$ cat config.mk
export PLATFORM = sky130hd
export DESIGN_NAME = change_dispenser
export DESIGN_NICKNAME = d
export VERILOG_FILES = /design/src/rtl/vend_pkg.sv /design/src/rtl/coin_picker.sv /design/src/rtl/change_dispenser.sv
export SDC_FILE = /design/constraint.sdc
export NUM_CORES = 1
export LEC_CHECK = 0
export ABC_AREA = 1
export CAP_MARGIN = 20
export CORE_ASPECT_RATIO = 1.25
export CORE_MARGIN = 5
export CORE_UTILIZATION = 50
export DETAILED_ROUTE_END_ITERATION = 12
export GPL_TIMING_DRIVEN = 1
export PLACE_DENSITY = 0.73
export SLEW_MARGIN = 0
export SYNTH_ARGS = -nofsm -noshare
export SYNTH_HDL_FRONTEND = slang
export SYNTH_SLANG_ARGS = --single-unit
$ cat constraint.sdc
create_clock -name clk -period 7.83 [get_ports clk]
set_input_delay 0.783 -clock clk [delete_from_list [all_inputs] [get_ports clk]]
set_output_delay 0.783 -clock clk [all_outputs]
set_load 0.005 [all_outputs]
$ cat src/rtl/vend_pkg.sv
// Shared vending-machine definitions: coin codes, coin values, payout states.
// Used by both the coin acceptor and the change dispenser.
package vend_pkg;

  typedef logic [1:0] coin_code_t;

  localparam coin_code_t COIN_NONE = 2'b00;
  localparam coin_code_t COIN_5    = 2'b01;
  localparam coin_code_t COIN_10   = 2'b10;
  localparam coin_code_t COIN_25   = 2'b11;

  localparam int unsigned VAL_5  = 5;
  localparam int unsigned VAL_10 = 10;
  localparam int unsigned VAL_25 = 25;

  typedef enum logic [1:0] {
    ST_IDLE    = 2'd0,
    ST_SELECT  = 2'd1,
    ST_PRESENT = 2'd2,
    ST_DONE    = 2'd3
  } disp_state_t;

  function automatic int unsigned coin_value(input coin_code_t code);
    case (code)
      COIN_5:  return VAL_5;
      COIN_10: return VAL_10;
      COIN_25: return VAL_25;
      default: return 0;
    endcase
  endfunction

endpackage

$ cat src/rtl/coin_picker.sv
// Combinational greedy selector: largest available coin whose value fits in remaining.
module coin_picker
  import vend_pkg::*;
#(
  parameter int unsigned AMT_W = 8
) (
  input  logic [AMT_W-1:0] remaining,
  input  logic             avail_25,
  input  logic             avail_10,
  input  logic             avail_5,
  output coin_code_t       code_c,
  output logic             none_fit_c
);

  logic [31:0] rem32;
  assign rem32 = 32'(remaining);

  always_comb begin
    code_c     = COIN_NONE;
    none_fit_c = 1'b0;
    if (avail_25 && (rem32 >= VAL_25))
      code_c = COIN_25;
    else if (avail_10 && (rem32 >= VAL_10))
      code_c = COIN_10;
    else if (avail_5 && (rem32 >= VAL_5))
      code_c = COIN_5;
    else
      none_fit_c = 1'b1;
  end

endmodule

$ cat src/rtl/change_dispenser.sv
// Pays a change amount as a greedy sequence of 25/10/5 coins over a valid/ack coin bus.
// Optional COIN_INVENTORY_EN adds per-denomination stock counters and shortfall error.
module change_dispenser
  import vend_pkg::*;
#(
  parameter int unsigned AMT_W   = 8
`ifdef COIN_INVENTORY_EN
  ,
  parameter int unsigned STOCK_W = 6,
  parameter int unsigned INIT_25 = 8,
  parameter int unsigned INIT_10 = 8,
  parameter int unsigned INIT_5  = 8
`endif
) (
  input  logic             clk,
  input  logic             rst,
  input  logic             req_valid,
  input  logic [AMT_W-1:0] req_amount,
  output logic             req_ready,
  output coin_code_t       coin_out,
  output logic             coin_valid,
  input  logic             coin_ack,
  output logic             busy,
  output logic             done,
  output logic             err,
  output logic [AMT_W-1:0] remaining
`ifdef COIN_INVENTORY_EN
  ,
  output logic [STOCK_W-1:0] stock_25,
  output logic [STOCK_W-1:0] stock_10,
  output logic [STOCK_W-1:0] stock_5
`endif
);

  disp_state_t      state, state_n;
  logic [AMT_W-1:0] rem_n;
  coin_code_t       coin_n;
  logic             cv_n, done_n, err_n;
  logic             av25, av10, av5;
  coin_code_t       pick_c;
  logic             none_fit_c;

`ifdef COIN_INVENTORY_EN
  logic [STOCK_W-1:0] s25_n, s10_n, s5_n;
  assign av25 = (stock_25 != '0);
  assign av10 = (stock_10 != '0);
  assign av5  = (stock_5  != '0);
`else
  assign av25 = 1'b1;
  assign av10 = 1'b1;
  assign av5  = 1'b1;
`endif

  assign req_ready = (state == ST_IDLE);
  assign busy      = (state != ST_IDLE);

  coin_picker #(.AMT_W(AMT_W)) u_picker (
    .remaining  (remaining),
    .avail_25   (av25),
    .avail_10   (av10),
    .avail_5    (av5),
    .code_c     (pick_c),
    .none_fit_c (none_fit_c)
  );

  // Next-state and next-output decode
  always_comb begin
    state_n = state;
    rem_n   = remaining;
    coin_n  = coin_out;
    cv_n    = coin_valid;
    done_n  = 1'b0;
    err_n   = 1'b0;
`ifdef COIN_INVENTORY_EN
    s25_n   = stock_25;
    s10_n   = stock_10;
    s5_n    = stock_5;
`endif
    case (state)
      ST_IDLE: begin
        if (req_valid) begin
          if ((32'(req_amount) % VAL_5) != 32'd0) begin
            err_n = 1'b1;
          end else if (req_amount == '0) begin
            rem_n   = '0;
            done_n  = 1'b1;
            state_n = ST_DONE;
          end else begin
            rem_n   = req_amount;
            state_n = ST_SELECT;
          end
        end
      end
      ST_SELECT: begin
        // Only reachable with stock limits: unpaid shortfall stays in remaining
        if (none_fit_c) begin
          err_n   = 1'b1;
          state_n = ST_IDLE;
        end else begin
          coin_n  = pick_c;
          cv_n    = 1'b1;
          state_n = ST_PRESENT;
        end
      end
      ST_PRESENT: begin
        if (coin_ack) begin
          rem_n  = remaining - AMT_W'(coin_value(coin_out));
          coin_n = COIN_NONE;
          cv_n   = 1'b0;
`ifdef COIN_INVENTORY_EN
          case (coin_out)
            COIN_25: if (stock_25 != '0) s25_n = stock_25 - STOCK_W'(1);
            COIN_10: if (stock_10 != '0) s10_n = stock_10 - STOCK_W'(1);
            COIN_5:  if (stock_5  != '0) s5_n  = stock_5  - STOCK_W'(1);
            default: ;
          endcase
`endif
          if (rem_n == '0) begin
            done_n  = 1'b1;
            state_n = ST_DONE;
          end else begin
            state_n = ST_SELECT;
          end
        end
      end
      ST_DONE:  state_n = ST_IDLE;
      default:  state_n = ST_IDLE;
    endcase
  end

  always_ff @(posedge clk) begin
    if (rst) begin
      state      <= ST_IDLE;
      remaining  <= '0;
      coin_out   <= COIN_NONE;
      coin_valid <= 1'b0;
      done       <= 1'b0;
      err        <= 1'b0;
`ifdef COIN_INVENTORY_EN
      stock_25   <= STOCK_W'(INIT_25);
      stock_10   <= STOCK_W'(INIT_10);
      stock_5    <= STOCK_W'(INIT_5);
`endif
    end else begin
      state      <= state_n;
      remaining  <= rem_n;
      coin_out   <= coin_n;
      coin_valid <= cv_n;
      done       <= done_n;
      err        <= err_n;
`ifdef COIN_INVENTORY_EN
      stock_25   <= s25_n;
      stock_10   <= s10_n;
      stock_5    <= s5_n;
`endif
    end
  end

endmodule

After elaboration in Yosys (flattened, before gate mapping)
Cells that the tools add are included.
Widths: inputs -> output; s select.
{"block": "op_classes", "n_mux": 37, "n_div": 1, "n_addsub": 1, "n_eq_ne": 10, "reduce_logical": 10, "order_cmp": 3}
{"cell": "$mux 8", "n": 6}
{"cell": "$mod 8x3->32 const B", "n": 1}
{"cell": "$reduce_bool 32->1", "n": 1}
{"cell": "$mux 2", "n": 10}
{"cell": "$logic_not 8->1", "n": 2}
{"cell": "$pmux 8 s2", "n": 1}
{"cell": "$pmux 5 s3", "n": 1}
{"cell": "$mux 1", "n": 14}
{"cell": "$eq 2x2->1 const B", "n": 4}
{"cell": "$ge 8x3->1 const B", "n": 1}
{"cell": "$ge 8x4->1 const B", "n": 1}
{"cell": "$ge 8x5->1 const B", "n": 1}
{"cell": "$ne 2x2->1 const B", "n": 4}
{"cell": "$pmux 2 s4", "n": 1}
{"cell": "$sub 8x8->8", "n": 1}
{"cell": "$pmux 1 s2", "n": 3}
{"cell": "$reduce_and 3->1", "n": 2}
{"cell": "$reduce_bool 2->1", "n": 3}
{"cell": "$eq 2x1->1 const B", "n": 2}
{"cell": "$pmux 2 s2", "n": 1}
{"cell": "$reduce_and 4->1", "n": 1}
{"cell": "$logic_not 2->1", "n": 1}
{"block": "totals", "elab_cells": 68, "ff_bits": 15, "inputBits": 12, "output_inout_bits": 15}

Longest topological paths before layout
Gate-level depths: netlist of run 1.
{"block": "depth", "ltp_word": 9, "depth_mapped": 44, "depth_no_buf": 42}

By module
From an unflattened synthesis of run 1, not the netlist that was laid out.
{"block": "hier_totals", "cells_unflattened": 413, "area_unflattened_um2": 2353.5}
{"module": "change_dispenser", "instances": 1, "area_per_inst_um2": 2209.6, "cells_each": 379, "seq_area_each_um2": 300.3}
{"module": "coin_picker", "instances": 1, "area_per_inst_um2": 143.9, "cells_each": 34, "seq_area_each_um2": 0.0}

Worst setup path after synthesis of run 1
Ideal clock, no wire load.
{"block": "synth_path", "kind": "input-to-reg", "startpoint": "input port req_amount[5]", "endpoint": "register remaining[1]", "required_time_ns": 7.717, "n_path_buf": 2, "cell_stages": 39, "t_arrival_ns": 4.688, "setup_ns": 0.113, "slack_ns": 3.029, "cell_sequence": "inv_1 nand2_1 ha_1 o21bai_2 nand2_1 o21bai_2 nand2_1 nand2_2 nand2_4 nand3b_1 nand2_1 nor2_4 nand4_1 nand2_1 inv_1 ha_1 inv_1 nand3_1 (+3 left out) nand2_4 buf_6 nand2_2 nand2_1 inv_1 ha_1 nand3_1 nor2_1 nand3b_1 nand3_1 nand3_1 nor2_1 nand2_1 nand2_2 nand3_2 buf_4 nor2_1 nor2_1"}
{"block": "synth_between", "elab_chain_len": 5, "elab_cells_between_ends": 9, "cone_classes": "1 x div; 1 x eq/ne; 4 x mux; 3 x reduce/logical"}
{"element": "from (decl)", "line": "change_dispenser.sv:18", "source": "input logic [AMT_W-1:0] req_amount,"}
{"element": "branches (longest 5 deep; another with $mod 8x3->32)"}
{"element": "to (signal assigned)", "line": "change_dispenser.sv:146", "source": "remaining <= rem_n;"}
{"element": "to (decl)", "line": "change_dispenser.sv:26", "source": "output logic [AMT_W-1:0] remaining"}
Parallel ways; which one is timed is not known. The select of a mux whose other input is x is not followed.
A chain may end at the register's enable or synchronous reset.

Final worst setup path of run 1
{"block": "layout_path", "startpoint": "input port req_amount[6]", "endpoint": "register remaining[1]"}
The elaborated chain is that of the path after synthesis.

==> results of run 1 <==
## registers in the layout, indices dropped and copies added, names as in the netlist
signal,cells
state,2
coin_valid,1
coin_out,2
done,1
remaining,8
err,1
## path summary, 6_finish.rpt
path	to	depth (start not counted)
max	remaining[1]$_SDFFE_PP0P_	39
min	coin_valid$_SDFFE_PP0P_	2
max reg2reg	state[1]$_SDFFE_PP0P_	16
min reg2reg	coin_valid$_SDFFE_PP0P_	2
## metal layers
| metal | share of wire | wire length (microns) |
|---|---|---|
| met3 | 0.026 | 153 |
| met1 | 0.43 | 2550 |
| met4 | 0.025 | 148 |
| met5 | 0 | 0 |
| met2 | 0.52 | 3130 |
## per-stage QoR
step                worst slack [ns]  total power (W)  cell area (sq um)
global route                    1.30         0.000468               2590
detailed placement              1.81         0.000358               2550
CTS                             2.06         0.000423               2590
global placement                2.01         0.000356               2550
finish                          2.05         0.000425               2590
floorplan                       3.03         0.000303               2250
## layout by cell type, fill, tap and decap left out
cell and count:
clkbuf_8 3, fa_1 1, o21a_1 1, inv_1 53, a22oi_1 1, nor3_4 1, or2_0 1, a31oi_1 6
o211ai_1 1, o21ai_1 2, nor2_4 2, a21oi_1 13, a211oi_1 1, clkdlybuf4s50_1 26, inv_2 9, ha_1 9
nand2_2 9, nand2_1 124, nand2_4 3, nor3_1 3, nor2_2 4, nand4_1 13, o21ai_0 16, xor2_1 5
o21bai_2 2, nand3_2 6, xnor2_1 2, or3_1 1, nor2_1 44, nand3_4 1, dfxtp_1 15, nand3_1 43
nand3b_1 4, clkbuf_1 1, or2_2 1, nor4_1 3
## critical path, delay by kind of cell
| family | cells | cell delay, ns |
|---|---|---|
| adders and majority gates | 3 | 0.53 |
| buffers and inverters | 6 | 1.03 |
| and+or+nand+nor | 30 | 3.61 |
## where the power goes
part | internal, W | switching, W | leakage [nW]
Sequential | 0.0000779 | 0.00000222 | 0.121
Combinational | 0.0000913 | 0.000188 | 1.23
Clock | 0.0000362 | 0.0000293 | 0.0228
Total | 0.000205 | 0.000219 | 1.37
## final cells by class
cell class | count | share of cell area
clock buffers | 4 | 0.0174
inverters | 62 | 0.0898
multi-input cells | 323 | 0.648
flip-flops and latches | 15 | 0.116
well taps | 58 | 0.0280
repair buffers | 26 | 0.100
## cell families (layout without fill, tap and decap cells)
| group | count (synthesis) | count (layout) | share of synthesized area |
|---|---|---|---|
| AO/OA/AOI/OAI | 43 | 43 | 0.109 |
| buffers and inverters | 68 | 92 | 0.122 |
| adder cells (fa/ha/maj) | 10 | 10 | 0.0588 |
| XOR/XNOR | 7 | 7 | 0.0272 |
| AND/OR/NAND/NOR | 263 | 263 | 0.551 |
| flip-flops | 15 | 15 | 0.133 |
==> impl_metrics.json, run 1 <==
{
  "rsz0062_at_grt": "no",
  "routed_wl_microns": 5990,
  "tritoncts": "done",
  "grt_max_degree": 15,
  "min_path_type": "reg2reg",
  "dp.cells": 484,
  "antenna_cells": 0,
  "wl_per_cell_microns": 12.3,
  "cts.sinks": 15,
  "status": "finished, final reports clean",
  "synth_top_flop_cell": "dfxtp_1",
  "finalNonFillerCells": 488,
  "relSlewSlack": 0.467,
  "ctsHoldBuffers": 0,
  "clockBufferDepth": 2,
  "ys_warn_count": 0,
  "grt_pass1_vias": 2425,
  "cts.htree.levels": 1,
  "slew_viol_final": 0,
  "drt-initial-drc-count": 180,
  "tns_ns": 0,
  "max_cap_violations": 0,
  "die_y_microns": 85.1,
  "synth_edf_count": 0,
  "hp-start": "coin_valid$_SDFFE_PP0P_",
  "core_area_sq_mm": 0.00439,
  "ir_drop_uv": 140,
  "grt_pass1_wl_microns": 10400,
  "mappedNetlistArea_sq_mm": 0.00225,
  "fmax_ghz": 0.173,
  "final_antenna_net_count": 0,
  "crit_start": "req_amount[6]",
  "grt_util_met3": 0.0166,
  "critPathRequiredTime_ns": 8.02,
  "cts_setup_buffers": 0,
  "drt_pass1_iterations": 4,
  "grt_busiest_layer": "met2",
  "yosysUniqueCellTypes": 37,
  "end_kind": "register",
  "final_util": 0.590,
  "power.leakage_nw": 1.37,
  "met2_usage": 0.408,
  "io_buffers": 26,
  "cp-start-kind": "primary input",
  "io_pins": 27,
  "synth.avg_cell_area_sq_um": 5.55,
  "n_fill_cell": 487,
  "r2r-start": "coin_out[1]$_SDFFE_PP0P_",
  "cellPowerDensity_mw_per_mm2": 164,
  "worstPathMaxFanout": 14,
  "yosysTopAreaCellShare": 0.206,
  "finalCritPeriodShare": 0.738,
  "hpwlAfterDp_microns": 4960,
  "syn_to_final_growth_pct": 14.9,
  "start_util": 0.513,
  "cts_buffers": 3,
  "finalNetCount": 453,
  "timing.hold.ws_ns": 0.465,
  "clkTransAtPathRegs_ns": 0.06,
  "grt_antenna_before_repair": 0,
  "register_area_sq_um": 300,
  "synth_common_cells": "nand2_1, inv_1, nor2_1, nand3_1, o21ai_0",
  "synth_top_cell_by_area": "nand2_1",
  "overflow": 0,
  "dieArea_sq_mm": 0.00596,
  "skew_ns": 0.00408,
  "grt_usage": 0.206,
  "synthArstFlopShare": 0,
  "via_per_inst": 5.28,
  "drcViolationCount": 0,
  "setup.worst_path.class": "in2reg",
  "cpMaxStageDelayCell": "clkdlybuf4s50_1",
  "yosysSeqAreaShare": 0.133,
  "die_w_microns": 70.1,
  "setup_viol_count_final": 0,
  "syn_inst": 406,
  "ctsRootBufferMaster": "clkbuf_8",
  "synth_nets": 428,
  "layout-drive-gt1-share": 0.0953,
  "multi_input_area_sq_mm": 0.00168,
  "via_count": 2578,
  "worst_pin_slew_ns": 0.797,
  "met1_usage": 0.227,
  "period_needed_ns": 5.78,
  "synth-seq-cells": 15,
  "synthTopCellsByArea": "nand2_1, dfxtp_1, nand3_1, inv_1, nor2_1",
  "clk_latency_ns": 0.26,
  "hold_violations": 0,
  "synth.most_common_cell": "nand2_1",
  "r2r_slack_ns": 5.29,
  "max_stage_delay_ns": 0.52,
  "crit_top_cell": "nand2_1",
  "rows": 27,
  "worst_ep_arrival_time_ns": 5.97,
  "gp_congestion": 0.894,
  "post_cts_resized": 0
}
No activity file was read; power rests on OpenSTA's default activity.
==> run 2: changes to the inputs <==
--- a/config.mk
+++ b/config.mk
@@ -12,7 +12,7 @@
 export CORE_UTILIZATION = 50
 export DETAILED_ROUTE_END_ITERATION = 12
 export GPL_TIMING_DRIVEN = 1
-export PLACE_DENSITY = 0.73
+export PLACE_DENSITY = 0.76
 export SLEW_MARGIN = 0
 export SYNTH_ARGS = -nofsm -noshare
 export SYNTH_HDL_FRONTEND = slang
==> constraint.sdc (replaced) <==
create_clock -name clk -period 4.71 [get_ports clk]
set_input_delay 0.471 -clock clk [delete_from_list [all_inputs] [get_ports clk]]
set_output_delay 0.471 -clock clk [all_outputs]
set_load 0.005 [all_outputs]
==> run 2 against run 1 <==
Clock-buffer cell count shrank 1. Non-clock buffer count up 54. Utilization rose by 12 points. Clock power up 62%. Register-to-register slack lost 3.1 ns. Sequential power rose by 66%. Critical path type unchanged. Largest power group unchanged. Highest routed layer unchanged.
==> impl_metrics.json, run 2 (synthesized netlist as in run 1, its figures left out) <==
{
  "io_buffers": 26,
  "finalNetCount": 508,
  "ctsRootBufferMaster": "clkbuf_8",
  "grt_pass1_wl_microns": 11200,
  "cpMaxStageDelayCell": "ha_1",
  "fmax_ghz": 0.223,
  "max_cap_violations": 0,
  "layout-drive-gt1-share": 0.229,
  "status": "finished, final reports clean",
  "max_stage_delay_ns": 0.18,
  "overflow": 0,
  "tritoncts": "done",
  "final_util": 0.706,
  "grt_pass1_vias": 2690,
  "rows": 27,
  "slew_viol_final": 0,
  "crit_top_cell": "nand2_2",
  "worstPathMaxFanout": 7,
  "setup_viol_count_final": 0,
  "grt_usage": 0.218,
  "drt-initial-drc-count": 159,
  "final_antenna_net_count": 0,
  "power.leakage_nw": 1.67,
  "largest_reg_flops": 8,
  "worst_ep_arrival_time_ns": 4.63,
  "final_cell_mix": "nand2_1, buf_4, inv_1",
  "cp-start-kind": "primary input",
  "finalCritPeriodShare": 0.953,
  "ctsHoldBuffers": 0,
  "fin_ws_ns": 0.223,
  "cp_top_family": "simple AND/OR/NAND/NOR gates",
  "cts.htree.levels": 1,
  "grt_antenna_before_repair": 0,
  "skew_ns": 0.00495,
  "relSlewSlack": 0.443,
  "cellPowerDensity_mw_per_mm2": 267,
  "routed_wl_microns": 6820,
  "dieArea_sq_mm": 0.00596,
  "via_count": 2873,
  "largest_registers": "remaining (8), coin_out (2), state (2)",
  "n_fill_cell": 382,
  "via_per_inst": 5.29,
  "layout_commonest_cell": "nand2_1",
  "critPathRequiredTime_ns": 4.85,
  "timing.hold.ws_ns": 0.468,
  "cts.sinks": 15,
  "clockBufferDepth": 2,
  "clkTransAtPathRegs_ns": 0.07,
  "top_register": "remaining",
  "io_pins": 27,
  "min_path_type": "reg2reg",
  "hold_violations": 0,
  "drcViolationCount": 0,
  "critPathBufInv": 7,
  "grt_max_degree": 15,
  "period_needed_ns": 4.49,
  "clk_latency_ns": 0.25,
  "wl_per_cell_microns": 12.6,
  "cts_buffers": 3,
  "gp_congestion": 0.907,
  "antenna_cells": 0,
  "setup.worst_path.class": "in2reg",
  "hpwlAfterDp_microns": 5190,
  "die_w_microns": 70.1,
  "ir_drop_uv": 170,
  "pre_cts_slack_ns": -0.268,
  "die_y_microns": 85.1,
  "start_util": 0.513,
  "drt_pass1_iterations": 4,
  "core_area_sq_mm": 0.00439,
  "end_kind": "register",
  "syn_to_final_growth_pct": 37.5,
  "worst_pin_slew_ns": 0.832
}
run 2: cell types whose count changed in the layout (fill, tap and decap cells not counted), sizes merged:
| cell | delta |
|---|---|
| clkbuf | -1 |
| nand3 | +1 |
| clkdlybuf4s50 | -3 |
| buf | +54 |
| dlymetal6s2s | +3 |
| clkinv | +1 |
run 2: through the flow:
step	cell area, sq um	total power, W	instances	setup TNS (ns)
global route	3100	0.000909	543	-1.30
global placement	2900	0.000676	531	-1.04
detailed placement	2900	0.000687	531	-2.18
CTS	2950	0.000793	535	-0.00221
finish	3100	0.000827	543	0
floorplan	2250	0.000504	406	0
run 2: final timing paths:
| kind | from | to | slack (ns) | cells past startpoint |
|---|---|---|---|---|
| worst max register to register | remaining[0]$_SDFFE_PP0P_ | done$_SDFF_PP0_ | 2.19 | 9 |
| worst min register to register | coin_valid$_SDFFE_PP0P_ | coin_valid$_SDFFE_PP0P_ | 0.47 | 2 |
| worst max-delay path | req_amount[7] | remaining[2]$_SDFFE_PP0P_ | 0.22 | 40 |
| worst min-delay path | coin_valid$_SDFFE_PP0P_ | coin_valid$_SDFFE_PP0P_ | 0.47 | 2 |
run 2: tightest hold or removal path, cell delays in order (launching register included):
cell and delay (ns):
dfxtp_1 0.31, nand2_1 0.06, a21oi_1 0.05
run 2: metal layers:
metal,part of all wire,global-route usage,routed length [microns]
met5,0,0,0
met2,0.52,0.411,3580
met1,0.42,0.256,2850
met4,0.024,0.0697,166
met3,0.033,0.0178,223
run 2: layout make-up:
| class | instances | area [sq um] | area share |
|---|---|---|---|
| tap | 58 | 72.6 | 0.0234 |
| timing repair buffer | 80 | 677 | 0.218 |
| inverter | 62 | 233 | 0.0751 |
| sequential | 15 | 300 | 0.0969 |
| clock inverter | 1 | 5.00 | 0.00161 |
| clock buffer | 3 | 41.3 | 0.0133 |
| multi-input combinational | 324 | 1770 | 0.571 |
run 2: what timing repair did:
item,CTS,global route
setup buffers,0,7
resized for setup,1,23
setup endpoints to repair,5,11
pin swaps,0,19
gates cloned,0,1
run 2: power by group:
group          switching [W]  leakage [nW]  internal [W]
sequential        0.00000316         0.121      0.000130
combinational       0.000346          1.52      0.000243
clock              0.0000470        0.0255     0.0000586
total               0.000396          1.67      0.000431
==> run 3: changes to the inputs <==
--- a/config.mk
+++ b/config.mk
@@ -8,12 +8,12 @@
 export ABC_AREA = 1
 export CAP_MARGIN = 20
 export CORE_ASPECT_RATIO = 1.25
-export CORE_MARGIN = 5
+export CORE_MARGIN = 2
 export CORE_UTILIZATION = 50
 export DETAILED_ROUTE_END_ITERATION = 12
 export GPL_TIMING_DRIVEN = 1
 export PLACE_DENSITY = 0.76
-export SLEW_MARGIN = 0
+export SLEW_MARGIN = 20
 export SYNTH_ARGS = -nofsm -noshare
 export SYNTH_HDL_FRONTEND = slang
 export SYNTH_SLANG_ARGS = --single-unit
==> run 3 against run 2 <==
Die area shrank 15%. Routed wire length grew 11%. Worst setup slack lost 0.18 ns. Register-to-register slack lost 0.02 ns. First-iteration DRC count shrank 16%. Largest cell class unchanged.
==> impl_metrics.json, run 3 (synthesized netlist as in run 1, its figures left out) <==
{
  "hpwlAfterDp_microns": 5150,
  "worst_pin_slew_ns": 0.826,
  "final_cell_mix": "nand2_1, buf_4, inv_1",
  "rows": 27,
  "start_util": 0.517,
  "ir_drop_uv": 186,
  "drt-initial-drc-count": 134,
  "worst_ep_arrival_time_ns": 4.82,
  "worstPathMaxFanout": 6,
  "io_pins": 27,
  "max_stage_delay_ns": 0.36,
  "critPathRequiredTime_ns": 4.86,
  "finalNetCount": 527,
  "die_y_microns": 79.1,
  "clk_latency_ns": 0.26,
  "clkTransAtPathRegs_ns": 0.07,
  "syn_to_final_growth_pct": 48.1,
  "skew_ns": 0.00260,
  "max_cap_violations": 0,
  "n_fill_cell": 312,
  "die_w_microns": 64.1,
  "io_buffers": 26,
  "r2r-start": "coin_out[1]$_SDFFE_PP0P_",
  "pre_cts_slack_ns": -0.334,
  "crit_top_cell": "nand2_2",
  "wl_per_cell_microns": 13.5,
  "final_antenna_net_count": 0,
  "grt_antenna_before_repair": 0,
  "clockBufferDepth": 2,
  "layout-drive-gt1-share": 0.298,
  "overflow": 0,
  "dp.cells": 534,
  "fin_area_sq_mm": 0.00334,
  "antenna_cells": 0,
  "hp-start": "coin_valid$_SDFFE_PP0P_",
  "via_count": 3015,
  "cellPowerDensity_mw_per_mm2": 283,
  "cp_top_family": "simple AND/OR/NAND/NOR gates",
  "relSlewSlack": 0.448,
  "cts.htree.levels": 1,
  "grt_pass1_wl_microns": 11900,
  "setup.worst_path.class": "in2reg",
  "cts_buffers": 3,
  "finalNonFillerCells": 562,
  "timing.hold.ws_ns": 0.473,
  "tritoncts": "done",
  "ctsRootBufferMaster": "clkbuf_8",
  "end_kind": "register",
  "drt_pass1_iterations": 4,
  "grt_pass1_vias": 2842,
  "largest_reg_flops": 8,
  "layout_commonest_cell": "nand2_1",
  "cp-start-kind": "primary input",
  "largest_registers": "remaining (8), coin_out (2), state (2)",
  "cpMaxStageDelayCell": "nor3_4",
  "setup_viol_count_final": 0,
  "core_area_sq_mm": 0.00436,
  "period_needed_ns": 4.67,
  "min_path_type": "reg2reg",
  "crit_start": "req_amount[7]",
  "grt_usage": 0.287,
  "fmax_ghz": 0.214,
  "power.leakage_nw": 1.75,
  "final_util": 0.766,
  "routed_wl_microns": 7590,
  "dieArea_sq_mm": 0.00507,
  "placed_area_sq_mm": 0.00292,
  "finalCritPeriodShare": 0.991,
  "cts.sinks": 15,
  "slew_viol_final": 0,
  "critPathBufInv": 12,
  "fin_ws_ns": 0.0411,
  "grt_max_degree": 15,
  "drcViolationCount": 0,
  "top_register": "remaining",
  "hold_violations": 0,
  "status": "finished, final reports clean",
  "via_per_inst": 5.36,
  "gp_congestion": 0.883
}
==> run 3: cell types whose count changed in the layout (fill, tap and decap cells not counted), moves of 4 or more <==
cell     before  now
nand2_1     116  109
nor2_1       44   39
nor2_2        4    8
nand2_2      16   21
buf_4        53   70
==> run 3: report_power, final <==
part	internal [W]	switching, W	total, W
Clock	0.0000589	0.0000539	0.000113
Combinational	0.000308	0.000393	0.000701
Sequential	0.000129	0.00000306	0.000133
==> run 3: path summary, 6_finish.rpt <==
kind	endpoint	slack (ns)	depth (start not counted)
worst max register to register	state[1]$_SDFFE_PP0P_	2.17	16
worst min-delay path	coin_valid$_SDFFE_PP0P_	0.47	2
worst min register to register	coin_valid$_SDFFE_PP0P_	0.47	2
worst max-delay path	remaining[0]$_SDFFE_PP0P_	0.04	39
==> run 3: worst min-delay path: stages, from the launching register on <==
cell and delay, ns:
dfxtp_1 0.31, nand2_1 0.06, a21oi_1 0.05
==> run 3: final cells by class <==
| cell class | count | area (sq um) | share of cell area |
|---|---|---|---|
| multi-input cells | 324 | 1880 | 0.562 |
| repair buffers | 99 | 812 | 0.243 |
| well taps | 58 | 72.6 | 0.0217 |
| clock inverters | 1 | 5.00 | 0.00150 |
| flip-flops and latches | 15 | 300 | 0.0899 |
| inverters | 62 | 233 | 0.0697 |
| clock buffers | 3 | 41.3 | 0.0124 |
==> run 3: stage by stage <==
step / setup TNS, ns / power [W]
floorplan: 0 / 0.000504
global placement: -1.42 / 0.000699
detailed placement: -3.01 / 0.000709
CTS: 0 / 0.000855
global route: -1.72 / 0.00103
finish: 0 / 0.000946
==> run 3: repair_timing <==
action | CTS | global route
endpoints found under the setup margin | 8 | 11
cloned | 1 | 0
gates resized for setup | 18 | 38
pin swaps | 22 | 31
hold buffers | 0 | 0
buffers inserted | 13 | 10
==> run 3: layer usage <==
| metal | global-route usage | up-vias | routed length [microns] | share of wire |
|---|---|---|---|---|
| li1 | - | 1513 | - | - |
| met1 | 0.315 | 1362 | 3020 | 0.40 |
| met2 | 0.553 | 110 | 3970 | 0.52 |
| met3 | 0.0255 | 30 | 317 | 0.042 |
| met4 | 0.120 | 0 | 280 | 0.037 |
| met5 | 0 | - | 0 | 0 |
